===== config.mk =====
export PLATFORM = sky130hd
export DESIGN_NAME = fetch_stage_flat
export DESIGN_NICKNAME = d
export VERILOG_FILES = /design/src/rtl/fetch_if.sv /design/src/rtl/fetch_stage.sv /design/src/flat_wrapper.sv
export SDC_FILE = /design/constraint.sdc
export NUM_CORES = 1
export LEC_CHECK = 0
export ABC_AREA = 1
export CORE_MARGIN = 2
export CORE_UTILIZATION = 30
export DETAILED_ROUTE_END_ITERATION = 8
export DONT_BUFFER_PORTS = 1
export PLACE_DENSITY = 0.42
export SYNTH_ARGS = -nofsm -noshare
export SYNTH_HDL_FRONTEND = slang
export SYNTH_SLANG_ARGS = --single-unit

===== constraint.sdc =====
create_clock -name clk -period 4.95 [get_ports clk]
set_input_delay 0.495 -clock clk [delete_from_list [all_inputs] [get_ports clk]]
set_output_delay 0.495 -clock clk [all_outputs]
set_load 0.03 [all_outputs]

===== src/rtl/fetch_if.sv =====
// Connection between the fetch stage, the instruction bus and the decode stage.
// The master modport is the fetch stage; the slave modport is the bus/decode side.
interface fetch_if;
  logic        ireq_valid;
  logic [63:0] ireq_addr;
  logic        iresp_ok;
  logic [31:0] iresp_data;
  logic        stall;
  logic        redirect;
  logic [63:0] redirect_pc;
  logic        valid;
  logic [31:0] instr;
  logic [63:0] pc;

  modport master (
    output ireq_valid, ireq_addr, valid, instr, pc,
    input  iresp_ok, iresp_data, stall, redirect, redirect_pc
  );

  modport slave (
    input  ireq_valid, ireq_addr, valid, instr, pc,
    output iresp_ok, iresp_data, stall, redirect, redirect_pc
  );
endinterface


===== src/rtl/fetch_stage.sv =====
// Instruction-fetch stage: owns the PC, keeps one fetch in flight, buffers one
// instruction across a stall and drops wrong-path responses after a redirect.
module fetch_stage #(
  parameter logic [63:0] RESET_PC = 64'h0000_0000_8000_0000
) (
  input  logic    clk,
  input  logic    reset,
  fetch_if.master bus
);

  typedef enum logic [1:0] {
    S_IDLE    = 2'd0,
    S_REQ     = 2'd1,
    S_DISCARD = 2'd2,
    S_HOLD    = 2'd3
  } state_e;

  state_e      state_q, state_d;
  logic [63:0] pc_q, pc_d;
  logic [63:0] req_addr_q, req_addr_d;
  logic        ireq_valid_q, ireq_valid_d;
  logic [31:0] hold_instr_q, hold_instr_d;
  logic [63:0] hold_pc_q, hold_pc_d;
  logic        valid_q, valid_d;
  logic [31:0] instr_q, instr_d;
  logic [63:0] pc_out_q, pc_out_d;

  logic        deliver_s;
  logic [31:0] del_instr_s;
  logic [63:0] del_pc_s;
  logic [63:0] redir_pc_s;
  logic [63:0] pc_inc_s;

  assign redir_pc_s = {bus.redirect_pc[63:2], 2'b00};
  assign pc_inc_s   = pc_q + 64'd4;

  // Fetch FSM: PC update, request address, hold buffer and delivery select.
  always_comb begin
    state_d      = state_q;
    pc_d         = pc_q;
    req_addr_d   = req_addr_q;
    hold_instr_d = hold_instr_q;
    hold_pc_d    = hold_pc_q;
    deliver_s    = 1'b0;
    del_instr_s  = 32'd0;
    del_pc_s     = 64'd0;
    case (state_q)
      S_IDLE: begin
        pc_d       = bus.redirect ? redir_pc_s : pc_q;
        req_addr_d = pc_d;
        state_d    = S_REQ;
      end
      S_REQ: begin
        if (bus.redirect) begin
          pc_d = redir_pc_s;
          if (bus.iresp_ok) begin
            req_addr_d = redir_pc_s;
            state_d    = S_REQ;
          end else begin
            // The bus cannot cancel, so wait out the old response.
            state_d = S_DISCARD;
          end
        end else if (bus.iresp_ok) begin
          pc_d = pc_inc_s;
          if (bus.stall) begin
            hold_instr_d = bus.iresp_data;
            hold_pc_d    = req_addr_q;
            state_d      = S_HOLD;
          end else begin
            deliver_s   = 1'b1;
            del_instr_s = bus.iresp_data;
            del_pc_s    = req_addr_q;
            req_addr_d  = pc_inc_s;
            state_d     = S_REQ;
          end
        end else begin
          state_d = S_REQ;
        end
      end
      S_DISCARD: begin
        pc_d = bus.redirect ? redir_pc_s : pc_q;
        if (bus.iresp_ok) begin
          req_addr_d = pc_d;
          state_d    = S_REQ;
        end else begin
          state_d = S_DISCARD;
        end
      end
      S_HOLD: begin
        if (bus.redirect) begin
          pc_d       = redir_pc_s;
          req_addr_d = redir_pc_s;
          state_d    = S_REQ;
        end else if (!bus.stall) begin
          deliver_s   = 1'b1;
          del_instr_s = hold_instr_q;
          del_pc_s    = hold_pc_q;
          req_addr_d  = pc_q;
          state_d     = S_REQ;
        end else begin
          state_d = S_HOLD;
        end
      end
      default: begin
        state_d = S_IDLE;
      end
    endcase
    ireq_valid_d = (state_d == S_REQ) || (state_d == S_DISCARD);
  end

  // Decode-side output register: redirect kills, stall freezes, else load or bubble.
  always_comb begin
    valid_d  = valid_q;
    instr_d  = instr_q;
    pc_out_d = pc_out_q;
    if (bus.redirect) begin
      valid_d = 1'b0;
    end else if (bus.stall) begin
      valid_d = valid_q;
    end else if (deliver_s) begin
      valid_d  = 1'b1;
      instr_d  = del_instr_s;
      pc_out_d = del_pc_s;
    end else begin
      valid_d = 1'b0;
    end
  end

  // State and output registers.
  always_ff @(posedge clk or negedge reset) begin
    if (!reset) begin
      state_q      <= S_IDLE;
      pc_q         <= RESET_PC;
      req_addr_q   <= 64'd0;
      ireq_valid_q <= 1'b0;
      hold_instr_q <= 32'd0;
      hold_pc_q    <= 64'd0;
      valid_q      <= 1'b0;
      instr_q      <= 32'd0;
      pc_out_q     <= 64'd0;
    end else begin
      state_q      <= state_d;
      pc_q         <= pc_d;
      req_addr_q   <= req_addr_d;
      ireq_valid_q <= ireq_valid_d;
      hold_instr_q <= hold_instr_d;
      hold_pc_q    <= hold_pc_d;
      valid_q      <= valid_d;
      instr_q      <= instr_d;
      pc_out_q     <= pc_out_d;
    end
  end

  assign bus.ireq_valid = ireq_valid_q;
  assign bus.ireq_addr  = req_addr_q;
  assign bus.valid      = valid_q;
  assign bus.instr      = instr_q;
  assign bus.pc         = pc_out_q;

endmodule


===== src/flat_wrapper.sv =====
// flat-port wrapper written by rule: the top's interface ports become plain ports
module fetch_stage_flat 
#(
  parameter logic [63:0] RESET_PC = 64'h0000_0000_8000_0000
)
  (clk, reset, bus_ireq_valid, bus_ireq_addr, bus_valid, bus_instr, bus_pc, bus_iresp_ok, bus_iresp_data, bus_stall, bus_redirect, bus_redirect_pc);
  fetch_if bus_i ();
  input  logic clk;
  input  logic reset;
  output wire logic [$bits(bus_i.ireq_valid)-1:0] bus_ireq_valid;
  output wire logic [$bits(bus_i.ireq_addr)-1:0] bus_ireq_addr;
  output wire logic [$bits(bus_i.valid)-1:0] bus_valid;
  output wire logic [$bits(bus_i.instr)-1:0] bus_instr;
  output wire logic [$bits(bus_i.pc)-1:0] bus_pc;
  input wire logic [$bits(bus_i.iresp_ok)-1:0] bus_iresp_ok;
  input wire logic [$bits(bus_i.iresp_data)-1:0] bus_iresp_data;
  input wire logic [$bits(bus_i.stall)-1:0] bus_stall;
  input wire logic [$bits(bus_i.redirect)-1:0] bus_redirect;
  input wire logic [$bits(bus_i.redirect_pc)-1:0] bus_redirect_pc;
  assign bus_ireq_valid = bus_i.ireq_valid;
  assign bus_ireq_addr = bus_i.ireq_addr;
  assign bus_valid = bus_i.valid;
  assign bus_instr = bus_i.instr;
  assign bus_pc = bus_i.pc;
  assign bus_i.iresp_ok = bus_iresp_ok;
  assign bus_i.iresp_data = bus_iresp_data;
  assign bus_i.stall = bus_stall;
  assign bus_i.redirect = bus_redirect;
  assign bus_i.redirect_pc = bus_redirect_pc;
  fetch_stage #(.RESET_PC(RESET_PC)) u_core (.clk(clk), .reset(reset), .bus(bus_i));
endmodule

==> results.cfg <==
[synth]
synth.most_common_cell = nand2_1
ys_types = 36
synth.net_count = 2206
ys_ff_latch = 324
yosysSeqAreaShare_pct = 50.87
synth_top_flop_cell = dfrtp_1
yosys_warnings = 0
synthCells = 2104
syn_area_um2 = 15940
synthTopCellsByCount = 715 x nand2_1, 323 x dfrtp_1, 231 x nor2_1, 175 x nand3_1, 173 x o21ai_0
synth.area.top_cells = dfrtp_1 51%, nand2_1 17%, nand3_1 5.5%
yosys.area.top_type_share_pct = 50.70
synthArstFlopShare_pct = 100.0
yosysTopAreaCell = dfrtp_1
synth_edf_count = 0
synth_area_per_cell_um2 = 7.577

[global_route]
overflow = 0
grt_max_degree = 325
grt_pass1_wl_mm = 86.31
grt_usage_pct = 20.77
grt_pass1_vias = 13430
antenna_found_initial = 7

[route]
ant_nets = 0
firstDrtPassIters = 5
drt-wirelength-per-cell_um = 20.69
drtIter0Drc = 1033
wirelength_mm = 57.20
route.detailed.drc = 0
dr_total_vias = 13810
viasPerCell = 4.996

[sta]
setup_viol = 0
maxSlewViolCount = 0
rsz0062_at_grt = no
hold_viol_final = 323
fin_crit_ns = 2.855
tightest_slew_ns = 1.072
post-route-period-util_pct = 57.68
finalSetupTns_ns = 0
relSlewSlack_pct = 28.52
fmax_mhz = 350.2
hold_ws_ns = -0.3689
finalClockSkew_ns = 0.01905

[clock_tree]
post_cts_resized = 0
clock_latency_ns = 0.56
clk_pin_slew_ns = 0.06
cts_setup_buffers = 0
cts_max_level = 2
cts_sinks = 324
cts_root_buf = clkbuf_16
cts_buffer_depth = 3
cts_tree = done
numCtsBuffers = 41

[floorplan]
start_util_pct = 30.34
fp.dieW_um = 234.5
die-area_um2 = 55000
core_um2 = 52550
fp-row-count = 84
io_pins = 263
die_y_um = 234.5

[min_path]
hold_class = primary input to asynchronous set/reset pin

[worst_setup_path]
cp-end-kind = flip-flop
r2r_cells = 7
crit_slowest_cell = nor2_4
cp.arrival_ns = 3.26
r2r_setup_slack_ns = 2.09
worstPathCellList = inv_2 -> nand2_4 -> nor2_4 -> inv_2 -> nor2_4 -> buf_4 -> o21ai_0
reg2reg_to = u_core.hold_pc_q[11]
worstSetupStartpointType = flip-flop
crit_path_max_incr_delay_ns = 0.60
crit_type = flip-flop to flip-flop
path_max_fanout = 49
required_ns = 5.36
r2r-start = u_core.state_q[1]

[status]
status = finished with violations
violations = hold timing

[run]
cap_viol_max_count = 0

[power_and_ir_drop]
leakagePower_nw = 7.873
vdd_ir_drop_max_mv = 0.2064
pwr_density_cell_nw_per_um2 = 611.5

[final_layout]
area_growth_pct = 11.47
num-nets-final = 2146
final_layout_size_suffix_gt1_share_pct = 5.497
finalCoreUtilization_pct = 33.82
filler_cell_count = 5591

[placement]
port_buffers = 0
post-dp-hpwl_mm = 38.52
finalWeightedCongestion = 0.8838
[per-layer routing]
metal | global-route usage, % | vias to the layer above | part of all wire, %
met1 | 28.06 | 6664 | 45
met2 | 33.18 | 306 | 46
met5 | 0 | - | 0.063
met4 | 5.542 | 6 | 2.3
met3 | 5.063 | 75 | 6.1
li1 | - | 6762 | -
[kinds of logic after synthesis]
group	count (synthesis)	share of synthesized area (%)
AND/OR/NAND/NOR	1192	30.81
AO/OA/AOI/OAI	345	11.55
flip-flops	324	50.87
buffers and inverters	231	5.996
multiplexers	11	0.6986
adder cells (fa/ha/maj)	1	0.07847
[cell usage in the layout (no fill, tap or decap), types with 2 or more instances in the layout]
cell type,n
nor2_4,5
or2_2,3
inv_2,9
o21ai_0,173
dfrtp_1,321
clkbuf_8,12
buf_12,2
mux2i_1,10
nor2_1,231
nand3b_1,4
nand3_1,175
nand2_1,714
o211ai_1,2
clkbuf_1,10
clkinv_2,5
inv_1,103
nor2_2,6
clkbuf_16,42
nor3_1,15
a31oi_1,76
o21ai_1,42
o22ai_1,3
nand2_2,3
dfrtp_2,2
nand4_1,27
nor4_1,3
buf_4,14
diode_2,3
a21oi_1,47
[stage by stage]
stage	setup WS (ns)	area (um2)	std cells	power (mW)
2_1_floorplan	3.112	15940	2104	7.030
3_3_place_gp	2.011	16420	2689	7.910
3_5_place_dp	1.993	16420	2689	7.974
4_1_cts	1.954	17760	2762	11.05
5_1_grt	1.799	17770	2764	11.59
6_report	2.095	17770	2765	10.87
[where the power goes]
group	total (mW)	leakage, nW	switching (mW)	internal (mW)
combinational	2.05	3.22	1.36	0.692
sequential	5.81	3.99	2.17	3.64
clock	3.00	0.661	1.21	1.79
total	10.9	7.87	4.74	6.12
[area by class of cell]
| type | instances | area, um2 | share of cell area, % |
|---|---|---|---|
| inverter | 112 | 420.4 | 2.366 |
| timing repair buffer | 16 | 145.1 | 0.8167 |
| multi-input combinational | 1549 | 6884 | 38.74 |
| clock inverter | 9 | 87.58 | 0.4929 |
| tap | 688 | 860.8 | 4.844 |
| antenna | 3 | 7.507 | 0.04224 |
| clock buffer | 64 | 1254 | 7.055 |
| sequential | 324 | 8112 | 45.65 |
[worst max path at each step]
stage,end,depth (start not counted),slack (ns),startpoint
6_report,u_core.hold_pc_q[11],7,2.09,u_core.state_q[1]
5_1_grt,u_core.hold_pc_q[22],8,1.80,u_core.state_q[1]
4_1_cts,u_core.hold_pc_q[11],7,1.95,u_core.state_q[1]
3_5_place_dp,u_core.hold_pc_q[11],7,1.99,u_core.state_q[1]
3_3_place_gp,u_core.hold_pc_q[52],8,2.01,u_core.state_q[1]
2_1_floorplan,u_core.hold_instr_q[31],7,3.11,bus_redirect
[sequential cells by signal, summed over array words and instances, names as in the netlist]
register and cells:
u_core.bus.pc 64, u_core.bus.ireq_addr 64, u_core.bus.ireq_valid 1, u_core.hold_pc_q 64, u_core.hold_instr_q 32, u_core.bus.valid 1, u_core.pc_q 64, u_core.bus.instr 32
u_core.state_q 2
[critical path: cells and delay by family, from the launching register on]
family / cells / cell delay, ns
buffers and inverters: 3 / 0.74
AO/OA/AOI/OAI: 1 / 0.16
flip-flops: 1 / 0.44
AND/OR/NAND/NOR: 3 / 1.31
(Power assumes the default switching activity.)
